### src/rtl/orv64_div_sched.sv
// Shares one iterative divider between N_REQ requesters. Grants round-robin,
// sequences the divider's start/complete protocol, holds the divider operands
// stable for the whole operation and reuses the last quotient/remainder pair
// when a new request carries identical operands and signedness/width.
//
// Handshake semantics: a requester holds req_valid and its operands stable
// until it sees req_ready; a transfer happens on a clock edge where both are
// high. A result transfers on an edge where resp_valid[owner] and
// resp_ready[owner] are both high; resp_valid/resp_data stay stable until then.
module orv64_div_sched #(
  parameter int N_REQ      = 2,
  parameter int DIV_TYPE_W = 3,
  parameter bit CACHE_EN   = 1'b1
) (
  input  logic                         clk,
  input  logic                         rst_n,
  input  logic [N_REQ-1:0]             req_valid,
  output logic [N_REQ-1:0]             req_ready,
  input  logic [N_REQ*64-1:0]          req_rs1,
  input  logic [N_REQ*64-1:0]          req_rs2,
  input  logic [N_REQ*DIV_TYPE_W-1:0]  req_type,
  input  logic [N_REQ-1:0]             req_kill,
  output logic [N_REQ-1:0]             resp_valid,
  input  logic [N_REQ-1:0]             resp_ready,
  output logic [63:0]                  resp_data,
  input  logic                         cache_inv,
  output logic                         div_start,
  output logic [63:0]                  div_rs1,
  output logic [63:0]                  div_rs2,
  output logic [DIV_TYPE_W-1:0]        div_type,
  input  logic                         div_complete,
  input  logic [63:0]                  div_rdq,
  input  logic [63:0]                  div_rdr,
  output logic                         busy
);

  localparam int IDX_W = (N_REQ > 1) ? $clog2(N_REQ) : 1;

  // State is kept in state_q so that checkers can bind to it directly.
  typedef enum logic [2:0] {
    S_IDLE  = 3'd0,
    S_ISSUE = 3'd1,
    S_WAIT  = 3'd2,
    S_RESP  = 3'd3,
    S_DRAIN = 3'd4
  } state_e;

  state_e             state_q;
  state_e             state_d;
  logic [IDX_W-1:0]   rr_ptr_q;
  logic [IDX_W-1:0]   owner_q;
  logic [IDX_W-1:0]   grant_idx;
  logic               grant_vld;
  logic [63:0]        sel_rs1;
  logic [63:0]        sel_rs2;
  logic [DIV_TYPE_W-1:0] sel_type;
  logic               cache_hit;
  logic               accept;
  logic               fill;

  // Reuse cache: operands, signedness/width mode and both results.
  logic               cache_vld_q;
  logic [63:0]        c_rs1_q;
  logic [63:0]        c_rs2_q;
  logic [1:0]         c_mode_q;
  logic [63:0]        c_rdq_q;
  logic [63:0]        c_rdr_q;

  function automatic logic [IDX_W-1:0] wrap_idx(input int v);
    return IDX_W'(v % N_REQ);
  endfunction

  // Round-robin pick: first valid requester after rr_ptr, wrapping around.
  always_comb begin
    grant_vld = 1'b0;
    grant_idx = '0;
    for (int k = 1; k <= N_REQ; k++) begin
      if (!grant_vld && req_valid[wrap_idx(int'(rr_ptr_q) + k)]) begin
        grant_vld = 1'b1;
        grant_idx = wrap_idx(int'(rr_ptr_q) + k);
      end
    end
  end

  // Operands of the candidate requester and the reuse-cache lookup.
  always_comb begin
    sel_rs1   = req_rs1[64*grant_idx +: 64];
    sel_rs2   = req_rs2[64*grant_idx +: 64];
    sel_type  = req_type[DIV_TYPE_W*grant_idx +: DIV_TYPE_W];
    cache_hit = CACHE_EN && cache_vld_q && !cache_inv &&
                (sel_rs1 == c_rs1_q) && (sel_rs2 == c_rs2_q) &&
                (sel_type[2:1] == c_mode_q);
  end

  // Next-state and handshake outputs.
  always_comb begin
    state_d    = state_q;
    req_ready  = '0;
    resp_valid = '0;
    div_start  = 1'b0;
    accept     = 1'b0;
    fill       = 1'b0;
    case (state_q)
      S_IDLE: begin
        if (grant_vld) begin
          req_ready[grant_idx] = 1'b1;
          accept               = 1'b1;
          state_d              = cache_hit ? S_RESP : S_ISSUE;
        end
      end
      S_ISSUE: begin
        div_start = 1'b1;
        state_d   = req_kill[owner_q] ? S_DRAIN : S_WAIT;
      end
      S_WAIT: begin
        if (div_complete) begin
          fill    = 1'b1;
          state_d = req_kill[owner_q] ? S_IDLE : S_RESP;
        end else if (req_kill[owner_q]) begin
          state_d = S_DRAIN;
        end
      end
      S_RESP: begin
        if (req_kill[owner_q]) begin
          state_d = S_IDLE;
        end else begin
          resp_valid[owner_q] = 1'b1;
          if (resp_ready[owner_q]) state_d = S_IDLE;
        end
      end
      S_DRAIN: begin
        if (div_complete) begin
          fill    = 1'b1;
          state_d = S_IDLE;
        end
      end
      default: state_d = S_IDLE;
    endcase
  end

  assign busy = (state_q != S_IDLE);

  // State, owner/pointer, divider operand registers and response data.
  always_ff @(posedge clk or negedge rst_n) begin
    if (!rst_n) begin
      state_q   <= S_IDLE;
      rr_ptr_q  <= '0;
      owner_q   <= '0;
      div_rs1   <= '0;
      div_rs2   <= '0;
      div_type  <= '0;
      resp_data <= '0;
    end else begin
      state_q <= state_d;
      if (accept) begin
        owner_q  <= grant_idx;
        rr_ptr_q <= grant_idx;
        div_rs1  <= sel_rs1;
        div_rs2  <= sel_rs2;
        div_type <= sel_type;
        if (cache_hit) resp_data <= sel_type[0] ? c_rdr_q : c_rdq_q;
      end
      if (fill && (state_q == S_WAIT)) resp_data <= div_type[0] ? div_rdr : div_rdq;
    end
  end

  // Reuse cache fill; an invalidate in the same cycle as a fill wins.
  always_ff @(posedge clk or negedge rst_n) begin
    if (!rst_n) begin
      cache_vld_q <= 1'b0;
      c_rs1_q     <= '0;
      c_rs2_q     <= '0;
      c_mode_q    <= '0;
      c_rdq_q     <= '0;
      c_rdr_q     <= '0;
    end else begin
      if (fill) begin
        c_rs1_q  <= div_rs1;
        c_rs2_q  <= div_rs2;
        c_mode_q <= div_type[2:1];
        c_rdq_q  <= div_rdq;
        c_rdr_q  <= div_rdr;
      end
      if (cache_inv)  cache_vld_q <= 1'b0;
      else if (fill)  cache_vld_q <= 1'b1;
    end
  end

endmodule

### config.mk
export PLATFORM = sky130hd
export DESIGN_NAME = orv64_div_sched
export DESIGN_NICKNAME = d
export VERILOG_FILES = /design/src/rtl/orv64_div_sched.sv
export SDC_FILE = /design/constraint.sdc
export NUM_CORES = 1
export LEC_CHECK = 0
export BUFFER_PORTS_ARGS = -buffer_cell sky130_fd_sc_hd__clkbuf_2
export CORE_AREA = 2 2 236 238
export CTS_CLUSTER_DIAMETER = 200
export DETAILED_ROUTE_END_ITERATION = 6
export DIE_AREA = 0 0 238 240
export PLACE_DENSITY = 0.68
export RECOVER_POWER = 25
export SYNTH_ARGS = -nofsm -noshare
export SYNTH_HDL_FRONTEND = slang
export SYNTH_SLANG_ARGS = --single-unit
### constraint.sdc
create_clock -name clk -period 2.95 [get_ports clk]
set_clock_uncertainty 0.05 [all_clocks]
set_input_delay 0.1475 -clock clk [delete_from_list [all_inputs] [get_ports clk]]
set_output_delay 0.1475 -clock clk [all_outputs]
set_load 0.03 [all_outputs]
==> results of run 1 <==
flip-flops by register name, indices dropped and copies added, names as in the netlist:
register / flops
owner_q: 1
c_rs2_q: 64
resp_data: 64
c_rdr_q: 64
c_rs1_q: 64
div_rs1: 64
cache_vld_q: 1
state_q: 3
c_mode_q: 2
c_rdq_q: 64
div_type: 3
div_rs2: 64
metal layers:
layer  routed length [um]  up-vias
met5                   51        -
met4                 5920       10
met3                 8790      313
met2                47200     1298
met1                36600    11191
li1                     -     9969
power groups by stage:
stage,Sequential [mW],Combinational [mW],Clock (mW)
2_1_floorplan,13.6,7.43,0
3_3_place_gp,11.5,15.2,0
3_5_place_dp,11.7,15.5,0
4_1_cts,11.7,17.0,6.86
5_1_grt,12.1,18.4,7.13
6_report,11.8,17.4,6.82
cell type report:
class	instances	area, um^2	area share (%)
Inverter	52	195	0.547
Sequential cell	458	11500	32.1
Clock inverter	16	214	0.599
Timing Repair Buffer	1243	9480	26.6
Antenna cell	14	35.0	0.0981
Tap cell	704	881	2.47
Multi-Input combinational cell	1432	11900	33.2
Clock buffer	80	1580	4.42
critical path: cells and delay by family, from the launching register on:
family / cells / cell delay, ns
simple gates: 3 / 0.93
buf+inv: 7 / 1.20
compound gates: 5 / 1.03
flops: 1 / 0.41
worst paths after layout:
path                              from       endpoint  slack (ns)  cells past startpoint
max in group asynchronous        rst_n     c_rs2_q[0]        0.25                      4
hold reg to reg            c_rdq_q[24]    c_rdq_q[24]        0.45                      1
setup reg to reg               owner_q  resp_data[54]       -0.83                     15
setup / recovery               owner_q  resp_data[54]       -0.83                     15
hold / removal             req_rs2[99]    div_rs2[35]        0.01                      4
min in group asynchronous        rst_n    c_rdq_q[27]        0.83                      3
what timing repair did:
item | 4_1_cts | 5_1_grt
buffers inserted | 8 | 10
hold endpoints to repair | 747 | 0
pin swaps | 24 | 34
gates cloned | 7 | 9
hold buffers | 383 | 0
resized for setup | 76 | 83
endpoints found under the setup margin | 65 | 81
Yosys cell counts, types with 9 or more instances:
cell type	n	area (um^2)
a2bb2oi_1	10	87.6
dfrtp_1	458	11500
o221ai_1	9	78.8
a21oi_1	11	55.1
buf_6	21	236
o21ai_0	122	611
xor2_1	37	324
a22oi_1	12	90.1
o31ai_1	64	480
buf_4	9	67.6
nor4_2	61	763
a31oi_1	111	694
mux2_2	363	4090
o22ai_1	26	163
buf_2	13	65.1
mux2i_1	84	841
nand2b_1	14	87.6
nand4_1	11	68.8
nor2_1	62	233
xnor2_1	28	245
inv_1	52	195
nand2_1	275	1030
clkbuf_1	105	394
nor2b_1	11	68.8
o2bb2ai_1	13	114
nor4_1	14	87.6
cell families (layout without fill, tap and decap cells):
family / Yosys count / count (layout) / synth area share (%)
AO/OA/AOI/OAI: 425 / 425 / 11.9
multiplexers: 451 / 451 / 21.2
XOR/XNOR: 65 / 65 / 2.43
other: 0 / 14 / 0
AND/OR/NAND/NOR: 489 / 491 / 11.2
flip-flops: 458 / 458 / 48.9
buffers and inverters: 209 / 1391 / 4.41
per-stage QoR:
| step | cell area [um^2] | setup WS [ns] | total power, mW | TNS (ns) |
|---|---|---|---|---|
| 3_5_place_dp | 28700 | -1.56 | 27.3 | -96.88 |
| 5_1_grt | 35700 | -0.890 | 37.7 | -56.67 |
| 4_1_cts | 35000 | -0.778 | 35.5 | -47.73 |
| 2_1_floorplan | 23500 | -0.246 | 21.0 | -15.26 |
| 3_3_place_gp | 28700 | -1.52 | 26.8 | -93.39 |
| 6_report | 35700 | -0.828 | 36.0 | -49.64 |
placed cells by master (no fill, tap or decap), types with 39 or more instances in the layout:
master and instances:
dfrtp_1 457, o31ai_1 63, inv_1 52, buf_4 186, nor2_1 61, a31oi_1 108, dlygate4sd3_1 383, clkbuf_1 112
mux2_2 363, buf_12 39, clkbuf_2 502, o21ai_0 121, mux2i_1 55, clkbuf_16 59, nand2_1 275
==> results by group, run 1 <==
Run status
  • Status: finished with violations
  • Failing checks: design-rule violations, negative setup slack

GRT
  • Gr usage total: approximately 33%
  • Remaining global-route overflow: 0
  • Met2 Use GR: between 50% and 60%
  • Met3 usage: under 10%
  • Global-route wire length before repair: approximately 140,000 um
  • Vias in the first global route: 23.7k
  • Largest net degree at the start of global routing: about 120
  • Initial antenna violation count: 18
  • Met1 Track Usage GR: roughly 39%
  • Global route hottest layer: met2

STA
  • Clock period minus worst slack: around 3.8 ns
  • Setup slack after layout: -0.828 ns
  • Unrepaired setup endpoints after global routing: true
  • Hold_ws: about 0.012 ns
  • Slew Limit Fails: 0
  • Slew headroom: about a fifth
  • Final Hold Viols: 0
  • Actual slew at the worst max-slew pin: approximately 1.2 ns
  • Max Clk Rate: ~260 MHz
  • Fin crit share: 128%
  • Final setup violation count: between 60 and 70

CTS
  • CTS tree: built
  • Root buf cell: clkbuf_16
  • Clk_lat worst skew: about 0.62 ns
  • CTS sink count: approximately 460
  • CTS clk-pin slew, worst paths: approximately 0.060 ns
  • Cts bufs inserted: 52
  • Clk buf depth: 3
  • Htree depth: 2

Floorplanning
  • Die area: between 50,000 and 60,000 um^2
  • Chip height: approximately 240 um
  • Ports: approximately 600
  • Die width: 238 um
  • Initial core utilization: a little over two fifths
  • CORE AREA: roughly 55,000 um^2
  • Rows: 86

Cells and area
  • Area growth syn-to-layout: 52.2%
  • Nets: roughly 3.6k
  • Post-Route Utilization: between 60% and 70%
  • Share of layout cells above drive strength 1: between 40% and 50%
  • Final cell count without fillers: ~4.0k
  • # fillers: 4,061

Drt
  • Routed WL: between 90,000 and 100,000 um
  • Via count: 22.8k
  • Drc violations: 1
  • ANT nets after route: 0
  • Via density per instance: between 5 and 6
  • Routed WL per cell: 24.6 um
  • DR iter-0 viols: 1,825
  • First drt pass iteration count: 7

Critical path
  • Worst EP required: around 3.4 ns
  • Crit path DAT: approximately 4.2 ns
  • Worst Path Class, Setup: flip-flop to flip-flop
  • Critical path startpoint category: flip-flop
  • Max stage delay on crit path: between 0.5 and 0.6 ns
  • Crit path cell chain: a21boi_4 -> buf_12 -> buf_12 -> buf_4 -> a2111oi_4 -> buf_4 -> a2bb2oi_2 -> nand4_1 -> or4_4 -> buf_6 -> nor3_4 -> buf_12 -> buf_12 -> a31oi_1 -> o31ai_1
  • Slowest CP cell: or4_4
  • Critical Path End Type: flip-flop
  • Most used cell, CP: buf_12
  • CP max FO: 20

Power
  • Internal Pwr Total: ~21 mW
  • VDD IR max: roughly 570 uV
  • Clock power frac: 18.9%
  • Flop pwr share: between 30% and 40%
  • Leakage Power: around 16 nW
  • Comb pwr share: between 40% and 50%
  • Sw frac: 41.8%
  • Net Sw Power: about 15 mW
  • Power per cell area: 1010 nW/um^2

Placement
  • Dpl cells: approximately 3.5k
  • Port bufs: 600
  • GPL Wtd Cong: around 0.95
  • Detail Placement HPWL: roughly 67,000 um

Synthesis
  • Post-synth EDFFs: 0
  • Synth Net Count: between 2k and 2.5k
  • Syn_area_per_cell: 11.2 um^2
  • Mapped Cells: approximately 2.1k
  • Syn. warnings: 0
  • Top_reg_cell synth: dfrtp_1
  • FFs w/ async S/R, synth: 100%
  • Cell variety after synth: between 60 and 70
  • Mapped cell area: between 20,000 and 25,000 um^2
  • Count of state elements after synthesis: between 400 and 500
  • Sequential area share after synthesis: 48.9%

Run
  • Max Cap Viol: 0

Min path
  • Hold Path Class: primary input to flip-flop
No activity file was read; power rests on OpenSTA's default activity.
==> run 2: changes to the inputs <==
Settings changed: CORE_AREA 2 2 236 238 to default, CORE_MARGIN from default to 2, CORE_UTILIZATION from default to 45, DIE_AREA 0 0 238 240 to default, PLACE_DENSITY 0.68 to 0.7.
==> results by group, run 2 (same netlist as run 1, synthesis figures left out) <==
Min path
  • Hold Crit Start: req_rs1[73] (was req_rs2[99])
  • Worst hold path depth: 4 (unchanged)
  • End of the worst hold path: div_rs1[9] (was div_rs2[35])
  • Hold Path Class: primary input to flip-flop (unchanged)

STA
  • Slew headroom: -47.7% (was 20.4%)
  • Setup slack after layout: -0.819 ns (was -0.828 ns)
  • Max Clk Rate: 265 MHz (about the same)
  • Unrepaired setup endpoints after global routing: true (unchanged)
  • Fin crit share: 128% (about the same)
  • Actual slew at the worst max-slew pin: 2.22 ns (was 1.19 ns)
  • Slew Limit Fails: 72 (was 0)
  • Final setup violation count: 65 (unchanged)
  • Setup TNS: -44.48 ns (was -49.64 ns)
  • Clock period minus worst slack: 3.77 ns (was 3.78 ns)
  • Final Hold Viols: 0 (unchanged)

CTS
  • Cts bufs inserted: 51 (was 52)
  • CTS clk-pin slew, worst paths: 0.06 ns (about the same)
  • Root buf cell: clkbuf_16 (unchanged)
  • Clk buf depth: 3 (unchanged)
  • Htree depth: 2 (unchanged)
  • CTS sink count: 458 (unchanged)
  • CTS tree: built (unchanged)
  • Clk_lat worst skew: 0.62 ns (about the same)

Placement
  • Dpl ws: -1.28 ns (was -1.56 ns)
  • GPL Wtd Cong: 0.988 (was 0.947)
  • Dpl cells: 3,442 (was 3,473)
  • Port bufs: 600 (unchanged)
  • Detail Placement HPWL: 66,800 um (was 66,600 um)

Power
  • Net Sw Power: 15.0 mW (was 15.1 mW)
  • Sw frac: 41.9% (was 41.8%)
  • Comb pwr share: 48.3% (about the same)
  • Power, Total: 35.9 mW (was 36.0 mW)
  • Flop pwr share: 33.2% (was 32.7%)
  • Clock power frac: 18.5% (was 18.9%)
  • Power per cell area: 1010 nW/um^2 (about the same)
  • VDD IR max: 669 uV (was 569 uV)
  • Leakage Power: 15.8 nW (about the same)
  • Internal Pwr Total: 20.8 mW (was 21.0 mW)

Cells and area
  • Share of layout cells above drive strength 1: 44.5% (was 41.3%)
  • Nets: 3,629 (was 3,639)
  • Area growth syn-to-layout: 50.8% (was 52.2%)
  • Most common cell after layout, fill and taps aside: clkbuf_2 (unchanged)
  • Most frequent cells in the layout: clkbuf_2 (607), dfrtp_1 (457), dlygate4sd3_1 (385) (was clkbuf_2 (502), dfrtp_1 (457), dlygate4sd3_1 (383))
  • Final cell count without fillers: 3,967 (was 3,999)
  • Post-Route Utilization: 68.8% (was 65.3%)
  • # fillers: 3,602 (was 4,061)

GRT
  • Gr usage total: 35.7% (was 33.0%)
  • Largest net degree at the start of global routing: 89 (was 121)
  • Vias in the first global route: 24.1k (was 23.7k)
  • Initial antenna violation count: 19 (was 18)
  • Remaining global-route overflow: 0 (unchanged)
  • Global-route wire length before repair: 145,000 um (was 143,000 um)

Floorplanning
  • Ports: 601 (unchanged)
  • CORE AREA: 51,400 um^2 (was 54,700 um^2)
  • Rows: 83 (was 86)
  • Die area: 54,000 um^2 (was 57,100 um^2)
  • Die width: 232 um (was 238 um)
  • Chip height: 232 um (was 240 um)
  • Initial core utilization: 45.6% (was 42.9%)

Critical path
  • Crit path cell chain: a21boi_4 -> buf_4 -> buf_6 -> buf_4 -> or4_1 -> a2111oi_2 -> buf_4 -> nand4_1 -> buf_4 -> nor3_4 -> buf_6 -> buf_12 -> buf_8 -> a31oi_1 -> o31ai_1 (was a21boi_4 -> buf_12 -> buf_12 -> buf_4 -> a2111oi_4 -> buf_4 -> a2bb2oi_2 -> nand4_1 -> or4_4 -> buf_6 -> nor3_4 -> buf_12 -> buf_12 -> a31oi_1 -> o31ai_1)
  • Critical path startpoint category: flip-flop (unchanged)
  • Crit path DAT: 4.18 ns (was 4.21 ns)
  • Slowest CP cell: or4_1 (was or4_4)
  • R2r startpoint: owner_q (unchanged)
  • Worst Path Class, Setup: flip-flop to flip-flop (unchanged)
  • Max stage delay on crit path: 0.68 ns (was 0.57 ns)
  • R2R setup slack: -0.82 ns (was -0.83 ns)
  • Worst EP required: 3.36 ns (was 3.38 ns)
  • Most used cell, CP: buf_4 (was buf_12)
  • Path depth of the worst reg2reg path: 15 (unchanged)
  • Endpoint of the worst-slack reg-to-reg timing path: resp_data[5] (was resp_data[54])
  • Critical Path End Type: flip-flop (unchanged)
  • CP max FO: 7 (was 20)

Drt
  • Routed WL: 99,300 um (was 98,500 um)
  • Via count: 23.1k (was 22.8k)
  • Routed WL per cell: 25.0 um (was 24.6 um)
  • Drc violations: 0 (was 1)
  • Via density per instance: 5.81 (was 5.70)
  • ANT nets after route: 0 (unchanged)
  • First drt pass iteration count: 6 (was 7)
  • DR iter-0 viols: 2,127 (was 1,825)

Run
  • Max Cap Viol: 1 (was 0)

Run status
  • Failing checks: max-capacitance violations, max-slew violations, negative setup slack (was design-rule violations, negative setup slack)
  • Status: finished with violations (unchanged)
[run 2: cell types whose count changed in the layout (fill, tap and decap cells not counted), sizes merged]
| cell | before | now |
|---|---|---|
| or3 | 3 | 2 |
| dlygate4sd3 | 383 | 385 |
| clkbuf | 691 | 686 |
| inv | 55 | 53 |
| buf | 248 | 238 |
| clkinv | 9 | 11 |
| diode | 14 | 18 |
| or2 | 4 | 3 |
| clkinvlp | 0 | 3 |
[run 2: stage by stage]
step,hold slack [ns],cell area (um^2)
floorplan,-0.198,23500
global placement,0.127,28600
detailed placement,0.132,28600
CTS,0.00631,34900
global route,0.0478,35400
finish,0.0244,35400
[run 2: how the worst max path moves through the flow]
stage / start / endpoint / slack [ns] / depth (start not counted)
2_1_floorplan: owner_q / resp_data[10] / -0.25 / 12
3_3_place_gp: owner_q / resp_data[5] / -1.25 / 12
3_5_place_dp: owner_q / resp_data[17] / -1.28 / 12
4_1_cts: owner_q / resp_data[10] / -0.73 / 13
5_1_grt: owner_q / resp_data[55] / -1.10 / 15
6_report: owner_q / resp_data[5] / -0.82 / 15
[run 2: repair_timing]
item,in CTS,in global routing
setup buffers,14,7
gates resized for setup,92,66
cloned,5,5
hold buffers,385,0
hold endpoints to repair,387,0
pin swaps,10,44
endpoints found under the setup margin,65,93
[run 2: layout make-up]
class | instances | area (um^2) | area share [%]
Clock buffer | 74 | 1500 | 4.25
Inverter | 52 | 195 | 0.552
Sequential cell | 458 | 11500 | 32.4
Multi-Input combinational cell | 1430 | 11700 | 33.1
Antenna cell | 18 | 45.0 | 0.127
Clock inverter | 19 | 218 | 0.615
Tap cell | 680 | 851 | 2.41
Timing Repair Buffer | 1236 | 9390 | 26.6
[run 2: worst max-delay path: cells and delay by family (launching register included)]
family | cells | cell delay, ns
and+or+nand+nor | 3 | 0.99
DFF | 1 | 0.38
AOI/OAI and AO/OA | 4 | 1.00
buffers and inverters | 8 | 1.18
[run 2: power by group through the flow]
stage | logic (mW) | registers [mW] | clock network (mW)
final | 17.3 | 11.9 | 6.64
after global routing | 18.3 | 12.2 | 6.93
after CTS | 16.8 | 11.7 | 6.65
after detailed placement | 15.3 | 11.8 | 0
after global placement | 15.0 | 11.6 | 0
after floorplan | 7.43 | 13.6 | 0
[run 2: metal layers]
metal | up-vias | GRT usage, % | share of wire [%]
met5 | - | 0 | 0.013
met2 | 1431 | 60.0 | 48
met4 | 2 | 21.4 | 7.1
met1 | 11287 | 41.2 | 36
met3 | 386 | 8.40 | 8.9
li1 | 9948 | - | -
